===== src/rtl/kmkz_mem_arbiter_pkg.sv =====
// rtl/kmkz_mem_arbiter_pkg.sv - shared constants for the memory port arbiter
package kmkz_mem_arbiter_pkg;

    localparam int XLEN = 32;

    typedef enum logic [1:0] {
        IDLE    = 2'd0,
        IF_WAIT = 2'd1,
        LS_WAIT = 2'd2,
        IF_DROP = 2'd3
    } arb_state_t;

endpackage


===== src/rtl/kmkz_arb_timeout.sv =====
// rtl/kmkz_arb_timeout.sv - bus wait watchdog counter
module kmkz_arb_timeout #(
    parameter int unsigned TIMEOUT_CYCLES = 255
) (
    input  logic clk_i,
    input  logic rst_i,
    input  logic clr,
    input  logic en,
    output logic expired
);

    logic [7:0] count;

    // Count enabled wait cycles; expires on the TIMEOUT_CYCLES-th one
    always_ff @(posedge clk_i) begin
        if (rst_i || clr) begin
            count <= '0;
        end else if (en && !expired) begin
            count <= count + 8'd1;
        end
    end

    assign expired = en && (count == 8'(TIMEOUT_CYCLES - 1));

endmodule


===== src/rtl/kmkz_mem_arbiter.sv =====
// rtl/kmkz_mem_arbiter.sv - single-port memory arbiter between fetch and LSU
module kmkz_mem_arbiter
    import kmkz_mem_arbiter_pkg::*;
#(
    parameter int unsigned STARVE_LIMIT   = 4,
    parameter int unsigned TIMEOUT_CYCLES = 255
) (
    input  logic            clk_i,
    input  logic            rst_i,
    input  logic            branch_i,
    input  logic            if_req_i,
    input  logic [XLEN-1:0] if_addr_i,
    output logic [XLEN-1:0] if_data_o,
    output logic            if_ready_o,
    output logic            if_err_o,
    input  logic            ls_req_i,
    input  logic            ls_we_i,
    input  logic [3:0]      ls_be_i,
    input  logic [XLEN-1:0] ls_addr_i,
    input  logic [XLEN-1:0] ls_wdata_i,
    output logic [XLEN-1:0] ls_rdata_o,
    output logic            ls_ready_o,
    output logic            ls_err_o,
    output logic            mem_req_o,
    output logic            mem_we_o,
    output logic [3:0]      mem_be_o,
    output logic [XLEN-1:0] mem_addr_o,
    output logic [XLEN-1:0] mem_wdata_o,
    input  logic            mem_ack_i,
    input  logic [XLEN-1:0] mem_rdata_i
);

    localparam logic [3:0] STARVE_MAX = 4'(STARVE_LIMIT);

    arb_state_t      state, state_d;
    logic [3:0]      starve_cnt, starve_cnt_d;
    logic            if_win, ls_win, tmo_en, tmo_expired;
    logic            mem_req_d, mem_we_d;
    logic [3:0]      mem_be_d;
    logic [XLEN-1:0] mem_addr_d, mem_wdata_d, if_data_d, ls_rdata_d;
    logic            if_ready_d, if_err_d, ls_ready_d, ls_err_d;

    // LSU has priority unless fetch has been passed over STARVE_LIMIT times
    assign if_win = (state == IDLE) && if_req_i && !branch_i
                    && (!ls_req_i || starve_cnt == STARVE_MAX);
    assign ls_win = (state == IDLE) && !if_win && ls_req_i;
    assign tmo_en = (state != IDLE) && !mem_ack_i;

    kmkz_arb_timeout #(
        .TIMEOUT_CYCLES(TIMEOUT_CYCLES)
    ) u_timeout (
        .clk_i   (clk_i),
        .rst_i   (rst_i),
        .clr     (if_win || ls_win),
        .en      (tmo_en),
        .expired (tmo_expired)
    );

    // State, starvation counter and registered outputs
    always_ff @(posedge clk_i) begin
        if (rst_i) begin
            state       <= IDLE;
            starve_cnt  <= '0;
            mem_req_o   <= 1'b0;
            mem_we_o    <= 1'b0;
            mem_be_o    <= '0;
            mem_addr_o  <= '0;
            mem_wdata_o <= '0;
            if_data_o   <= '0;
            if_ready_o  <= 1'b0;
            if_err_o    <= 1'b0;
            ls_rdata_o  <= '0;
            ls_ready_o  <= 1'b0;
            ls_err_o    <= 1'b0;
        end else begin
            state       <= state_d;
            starve_cnt  <= starve_cnt_d;
            mem_req_o   <= mem_req_d;
            mem_we_o    <= mem_we_d;
            mem_be_o    <= mem_be_d;
            mem_addr_o  <= mem_addr_d;
            mem_wdata_o <= mem_wdata_d;
            if_data_o   <= if_data_d;
            if_ready_o  <= if_ready_d;
            if_err_o    <= if_err_d;
            ls_rdata_o  <= ls_rdata_d;
            ls_ready_o  <= ls_ready_d;
            ls_err_o    <= ls_err_d;
        end
    end

    // Next state: the bus cannot abort, so a flushed fetch waits in IF_DROP
    always_comb begin
        state_d = state;
        case (state)
            IDLE: begin
                if (if_win) begin
                    state_d = IF_WAIT;
                end else if (ls_win) begin
                    state_d = LS_WAIT;
                end
            end
            IF_WAIT: begin
                if (mem_ack_i || tmo_expired) begin
                    state_d = IDLE;
                end else if (branch_i) begin
                    state_d = IF_DROP;
                end
            end
            LS_WAIT, IF_DROP: begin
                if (mem_ack_i || tmo_expired) begin
                    state_d = IDLE;
                end
            end
            default: state_d = IDLE;
        endcase
    end

    // Output next values: latch the winner on grant, pulse the owner on completion
    always_comb begin
        starve_cnt_d = starve_cnt;
        mem_req_d    = mem_req_o;
        mem_we_d     = mem_we_o;
        mem_be_d     = mem_be_o;
        mem_addr_d   = mem_addr_o;
        mem_wdata_d  = mem_wdata_o;
        if_data_d    = if_data_o;
        ls_rdata_d   = ls_rdata_o;
        if_ready_d   = 1'b0;
        if_err_d     = 1'b0;
        ls_ready_d   = 1'b0;
        ls_err_d     = 1'b0;
        case (state)
            IDLE: begin
                if (if_win) begin
                    mem_req_d    = 1'b1;
                    mem_we_d     = 1'b0;
                    mem_be_d     = 4'hF;
                    mem_addr_d   = if_addr_i & 32'hFFFF_FFFC;
                    mem_wdata_d  = '0;
                    starve_cnt_d = '0;
                end else if (ls_win) begin
                    mem_req_d    = 1'b1;
                    mem_we_d     = ls_we_i;
                    mem_be_d     = ls_be_i;
                    mem_addr_d   = ls_addr_i;
                    mem_wdata_d  = ls_wdata_i;
                    if (!if_req_i) begin
                        starve_cnt_d = '0;
                    end else if (starve_cnt != STARVE_MAX) begin
                        starve_cnt_d = starve_cnt + 4'd1;
                    end
                end
            end
            IF_WAIT: begin
                if (mem_ack_i) begin
                    mem_req_d = 1'b0;
                    if (!branch_i) begin
                        if_ready_d = 1'b1;
                        if_data_d  = mem_rdata_i;
                    end
                end else if (tmo_expired) begin
                    mem_req_d = 1'b0;
                    if (!branch_i) begin
                        if_ready_d = 1'b1;
                        if_err_d   = 1'b1;
                    end
                end
            end
            LS_WAIT: begin
                if (mem_ack_i) begin
                    mem_req_d  = 1'b0;
                    ls_ready_d = 1'b1;
                    ls_rdata_d = mem_rdata_i;
                end else if (tmo_expired) begin
                    mem_req_d  = 1'b0;
                    ls_ready_d = 1'b1;
                    ls_err_d   = 1'b1;
                end
            end
            IF_DROP: begin
                if (mem_ack_i || tmo_expired) begin
                    mem_req_d = 1'b0;
                end
            end
            default: ;
        endcase
    end

endmodule

===== config.mk =====
export PLATFORM = sky130hd
export DESIGN_NAME = kmkz_mem_arbiter
export DESIGN_NICKNAME = d
export VERILOG_FILES = /design/src/rtl/kmkz_mem_arbiter_pkg.sv /design/src/rtl/kmkz_arb_timeout.sv /design/src/rtl/kmkz_mem_arbiter.sv
export SDC_FILE = /design/constraint.sdc
export NUM_CORES = 1
export LEC_CHECK = 0
export CORE_MARGIN = 8
export CORE_UTILIZATION = 35
export CTS_BUF_LIST = sky130_fd_sc_hd__clkbuf_16
export CTS_CLUSTER_DIAMETER = 50
export DETAILED_ROUTE_END_ITERATION = 16
export DONT_BUFFER_PORTS = 1
export GPL_TIMING_DRIVEN = 0
export PLACE_DENSITY_LB_ADDON = 0.25
export RECOVER_POWER = 100
export SYNTH_ARGS = -nofsm -noshare
export SYNTH_HDL_FRONTEND = slang
export SYNTH_SLANG_ARGS = --single-unit

===== constraint.sdc =====
create_clock -name clk_i -period 3.7 [get_ports clk_i]
set_input_delay 0.37 -clock clk_i [delete_from_list [all_inputs] [get_ports clk_i]]
set_output_delay 0.37 -clock clk_i [all_outputs]
set_load 0.01 [all_outputs]

# After elaboration in Yosys (flattened, before gate mapping)
# Cells that the tools add are included.
# W data, S select, Z words.
[word_totals] reg_bits=152 elab_cells=92
[op_classes] n_addsub=2 eq_ne=12 n_mux=29 n_bitwise=3 reduce_logical=32
[op_table] operator="$mux W32" count=4
[op_table] operator="$mux W4" count=6
[op_table] operator="$mux W1" count=12
[op_table] operator="$reduce_and A3 Y1" count=4
[op_table] operator="$mux W2" count=5
[op_table] operator="$add A8 B1 Y8 const B" count=1
[op_table] operator="$eq A8 B8 Y1 const B" count=1
[op_table] operator="$logic_and A1 B1 Y1" count=8
[op_table] operator="$reduce_or A2 Y1" count=4
[op_table] operator="$ne A3 B1 Y1 const B" count=2
[op_table] operator="$ne A3 B3 Y1 const B" count=2
[op_table] operator="$pmux W2 S3" count=1
[op_table] operator="$reduce_or A3 Y1" count=2
[op_table] operator="$logic_not A1 Y1" count=5
[op_table] operator="$add A4 B1 Y4 const B" count=1
[op_table] operator="$eq A2 B2 Y1 const B" count=2
[op_table] operator="$eq A4 B3 Y1 const B" count=1
[op_table] operator="$logic_or A1 B1 Y1" count=4
[op_table] operator="$ne A2 B2 Y1 const B" count=2
[op_table] operator="$ne A4 B3 Y1 const B" count=1
[op_table] operator="$reduce_and A2 Y1" count=2
[op_table] operator="$reduce_bool A2 Y1" count=2
[op_table] operator="$not A1 Y1" count=3
[op_table] operator="$pmux W1 S3" count=1
[op_table] operator="2 further kinds" count=2

# Depth between registers and ports, before layout
[depth] depth_word=10 mapped_depth=9

# Hierarchy
# A second synthesis with hierarchy kept.
[unflattened] cells_unflattened=713 area_unflattened_um2=6082.1
[by_module_without_submodules] module="kmkz_mem_arbiter" n_inst=1 cells_per_inst=662 area_each_um2=5626.6 seq_area_each_um2=2882.8
[by_module_without_submodules] module="kmkz_arb_timeout" n_inst=1 cells_per_inst=51 area_each_um2=455.4 seq_area_each_um2=160.2

# Worst setup path after synthesis
# OpenSTA, ideal clock, no wires.
[synth_path] kind="register -> register" start="register state[0]" end="register u_timeout.count[7]" setup_ps=70 arrival_time_ps=1627 required_time_ps=3630 path_slack_ps=2003 path_stages_with_launch=8 n_path_buf=1 path_cell_list="dfxtp_1 > inv_1 > ha_1 > buf_6 > and4bb_1 > o211ai_1 > or3_1 > a21oi_1"
[synth_via] elab_chain_cells=9
[synth_rtl] element="from (decl)" line_no="kmkz_mem_arbiter.sv:35" text="arb_state_t state, state_d;"
[synth_rtl] element="from (signal assigned)" line_no="kmkz_mem_arbiter.sv:76" text="state <= state_d;"
[synth_rtl] element="$logic_not A2 Y1" line_no="kmkz_mem_arbiter.sv:44, kmkz_mem_arbiter.sv:46"
[synth_rtl] element="$logic_and A1 B1 Y1 (2 in a row)" line_no="kmkz_mem_arbiter.sv:44" text="assign if_win = (state == IDLE) && if_req_i && !branch_i"
[synth_rtl] element="$logic_and A1 B1 Y1" line_no="kmkz_mem_arbiter.sv:45" text="&& (!ls_req_i || starve_cnt == STARVE_MAX);"
[synth_rtl] element="$logic_not A1 Y1" line_no="kmkz_mem_arbiter.sv:46" text="assign ls_win = (state == IDLE) && !if_win && ls_req_i;"
[synth_rtl] element="$logic_and A1 B1 Y1 (2 in a row)" line_no="kmkz_mem_arbiter.sv:46"
[synth_rtl] element="$logic_or A1 B1 Y1" line_no="kmkz_mem_arbiter.sv:54" text=".clr (if_win || ls_win),"
[synth_rtl] element="$logic_or A1 B1 Y1" line_no="kmkz_arb_timeout.sv:16" text="if (rst_i || clr) begin"
[synth_rtl] element="to (signal assigned)" line_no="kmkz_arb_timeout.sv:19" text="count <= count + 8'd1;"
[synth_rtl] element="to (decl)" line_no="kmkz_arb_timeout.sv:12" text="logic [7:0] count;"
# Parallel ways exist; a longest one is shown, timed or not.
# A chain may end at the register's enable or synchronous reset.

# Worst setup path after layout
[layout_path] start="register state[0]" end="register mem_wdata_o[24]"
[layout_via] elab_chain_cells=9
[layout_rtl] element="$logic_not A2 Y1 (*)" line_no="kmkz_mem_arbiter.sv:44, kmkz_mem_arbiter.sv:46, kmkz_mem_arbiter.sv:133"
[layout_rtl] element="$logic_and A1 B1 Y1 (2 in a row)" line_no="kmkz_mem_arbiter.sv:44"
[layout_rtl] element="$logic_and A1 B1 Y1" line_no="kmkz_mem_arbiter.sv:45"
[layout_rtl] element="$logic_not A1 Y1" line_no="kmkz_mem_arbiter.sv:46"
[layout_rtl] element="$logic_and A1 B1 Y1 (2 in a row)" line_no="kmkz_mem_arbiter.sv:46"
[layout_rtl] element="$reduce_bool A2 Y1 (no line)"
[layout_rtl] element="$reduce_and A2 Y1 (no line)"
[layout_rtl] element="to (signal assigned)" line_no="kmkz_mem_arbiter.sv:82" text="mem_wdata_o <= mem_wdata_d;"
[layout_rtl] element="to (decl)" line_no="kmkz_mem_arbiter.sv:28" text="output logic [XLEN-1:0] mem_wdata_o,"
# Mark *: on every way between the ends. The rest lies on a longest branch, timed or not.

==> results by group <==
Timing
  • Minimum clock period: between 2 and 3 ns
  • Clk_skew: approximately 0.0097 ns
  • RSZ-0062 raised after global routing: false
  • Final slew viol count: 0
  • Final Cycle Share: 0.681
  • Slew HR: 0.557
  • Slew @ Worst Pin: ~0.66 ns
  • Hold Violations, Final: 0
  • FMAX: slightly below 0.4 GHz
  • Final setup TNS: 0 ns
  • Final setup viols: 0

Synthesis
  • Synth top area share: 0.505
  • Synthesized area per cell: approximately 8.4 µm²
  • Post-Syn Instances: ~710
  • Sequential share of the synthesized area: 0.505
  • Synthesized area: ~0.0060 mm²
  • Syn Nets: ~860
  • Area leader, netlist: dfxtp_1
  • Synth warn: 0
  • Synth top area cells: dfxtp_1 (51%), nand2_1 (10%), a21oi_1 (5.9%), nor2_1 (4.9%), a22oi_1 (4.4%)
  • Number of synthesized register bits: between 150 and 200
  • Library cells used by synthesis: between 50 and 60

Power
  • Gate power share: 0.190
  • Sequential Power Share: 0.447
  • Internal Pwr Total: between 3 and 4 mW
  • Sw frac: 0.324
  • Total Power: 4.76 mW
  • PwrDens: between 600 and 700 mW/mm²
  • Maximum vdd drop: 0.000305 V
  • NetSw: around 1.5 mW
  • Clock power frac: 0.363
  • Leakage power figure: around 2.4 nW

Worst setup path
  • Critical R2R Launch: state[0]
  • Reg-to-reg endpoint: mem_wdata_o[24]
  • Worst Setup EP: mem_wdata_o[24]
  • CP Launch Point: state[0]
  • Reg-to-reg slack, setup: 1.18 ns
  • Critical Path RT: approximately 4.1 ns
  • Startpoint types: flop
  • CP Class: flop to flop
  • Max FO, Critical Path: 10
  • CP endpoint kind: flop
  • Crit path DAT: between 2 and 3 ns
  • R2R depth: 9

Final layout
  • Non-Filler Instances: a little under 1000
  • N_diodes: 0
  • Fill cells: between 1500 and 2000
  • Commonest non-fill, non-tap cell in the layout: nand2_1
  • Most frequent cells in the layout: nand2_1 (163), dfxtp_1 (152), nor2_1 (79)
  • Area grow syn2layout: 13.4%
  • Share of cells above drive strength 1: 0.0645
  • Final #Nets: 881

Route
  • Via Count: approximately 5200
  • # DRC: 0
  • Final wirelength: ~19 mm
  • Vias per std cell: roughly 5.4
  • DR WL/cell: roughly 20 µm
  • Initial drt markers: 240
  • Final ANT Viol Nets: 0
  • DR pass1 iterations: 5

Global route
  • First-pass GRT wire length: just under 30 mm
  • Number of global-route vias before repair: between 5000 and 6000
  • Congestion Overflow GR: 0
  • Initial antenna violation count: 1
  • Largest net degree at the start of global routing: 17
  • GRT Overall Usage: 0.170

CTS
  • CTS Buf Count: 17
  • Clock sink count: approximately 150
  • Post-CTS Setup Repair Bufs: 0
  • Root buf cell: clkbuf_16
  • CTS tree: done
  • H-tree depth: 4
  • Max clock buf depth: 2
  • Hold Buf Count CTS: 0
  • CTS clock-pin slew for the worst setup and hold paths: around 0.060 ns
  • Post_cts resized: 0
  • Clk Latency, worst-skew pair: between 0.4 and 0.5 ns

Placed design
  • Placed cells: 939
  • Gpl congestion: roughly 0.8
  • Port bufs: 0
  • HPWL after DPL: 15.0 mm

Floorplanning
  • Starting Density: 0.353
  • Die ar.: 0.0217 mm²
  • Boundary pin count: roughly 280
  • Row count: 48
  • Core Box Area: between 0.015 and 0.02 mm²
  • Die width: between 100 and 150 µm
  • Die Y: about 150 µm

Job
  • Total of max-cap violations: 0

Worst hold path
  • HP Class: input port to flop

Outcome
  • Outcome: completed
## per-stage QoR
stage	hold slack [ns]	instance area, µm²	setup WS [ns]	util
after CTS	0.0638	6890	1.72	0.404
after global routing	0.0711	6830	0.985	0.401
after floorplan	0.458	6020	2.00	-
final	0.0827	6830	1.18	0.401
after detailed placement	0.485	6310	1.55	0.370
after global placement	0.479	6310	1.61	0.370
## per-layer routing
metal,GRT usage,vias up,share of wire
met5,0,-,0.00063
met4,0.0535,2,0.010
met3,0.0889,19,0.13
met2,0.277,252,0.47
met1,0.188,2441,0.39
li1,-,2494,-
## area by class of cell
class | instances | area [µm²] | share of cell area
clock inverters | 13 | 155 | 0.0227
inverters | 15 | 56.3 | 0.00824
plain buffers | 58 | 263 | 0.0384
clock buffers | 17 | 425 | 0.0622
multi-input cells | 489 | 2610 | 0.382
flip-flops and latches | 152 | 3040 | 0.445
well taps | 225 | 282 | 0.0412
## Yosys cell counts, drive strengths merged
cell / n
a2111oi: 2
a211oi: 1
a21boi: 1
a21o: 2
a21oi: 71
a221oi: 6
a22oi: 35
a311oi: 30
a31oi: 3
a41o: 1
and2: 4
and3: 2
and3b: 1
and4bb: 1
buf: 24
clkbuf: 34
dfxtp: 152
ha: 9
inv: 15
mux2i: 1
nand2: 163
nand2b: 6
nand3: 36
nand3b: 2
nand4: 2
nand4bb: 1
nor2: 79
nor2b: 2
nor3: 6
nor3b: 1
nor4: 1
o2111ai: 2
o211ai: 2
o21a: 1
o21ai: 3
o21bai: 1
o31a: 1
o31ai: 1
or3: 3
xnor2: 1
xor2: 5
## critical path, cell delays in order (launching register included)
cell	delay, ns
dfxtp_1	0.38
inv_1	0.11
ha_1	0.21
clkbuf_1	0.16
clkbuf_1	0.29
a31oi_1	0.41
clkbuf_1	0.44
buf_4	0.26
a22oi_1	0.08
nor2_1	0.11
## flip-flops by register name, indices dropped and copies added, names as in the netlist, 2 cells and up
register / cells
u_timeout.count: 8
starve_cnt: 4
if_data_o: 32
ls_rdata_o: 32
mem_addr_o: 32
mem_wdata_o: 32
state: 2
mem_be_o: 4
## power groups by stage
stage | Combinational, mW | Sequential [mW] | Clock (mW)
6_report | 0.902 | 2.13 | 1.73
3_3_place_gp | 0.908 | 2.16 | 0
4_1_cts | 0.954 | 2.13 | 1.76
2_1_floorplan | 0.738 | 2.09 | 0
3_5_place_dp | 0.954 | 2.17 | 0
5_1_grt | 1.02 | 2.16 | 1.83
## kinds of logic (layout without fill, tap and decap cells)
| logic type | count (synthesis) | after routing | synth area share |
|---|---|---|---|
| simple gates | 310 | 310 | 0.222 |
| compound gates | 163 | 163 | 0.187 |
| mux | 1 | 1 | 0.00166 |
| buf+inv | 73 | 103 | 0.0567 |
| fa+ha+maj | 9 | 9 | 0.0187 |
| flops | 152 | 152 | 0.505 |
| xor+xnor | 6 | 6 | 0.00872 |
## worst min path at each step
stage	from	slack (ns)	cells past startpoint	end
CTS	mem_rdata_i[16]	0.06	2	if_data_o[16]
finish	mem_rdata_i[13]	0.08	2	if_data_o[13]
global route	mem_rdata_i[13]	0.07	2	if_data_o[13]
global placement	u_timeout.count[7]	0.48	2	u_timeout.count[7]
floorplan	u_timeout.count[7]	0.46	2	u_timeout.count[7]
detailed placement	u_timeout.count[7]	0.49	2	u_timeout.count[7]
(Power assumes the default switching activity.)
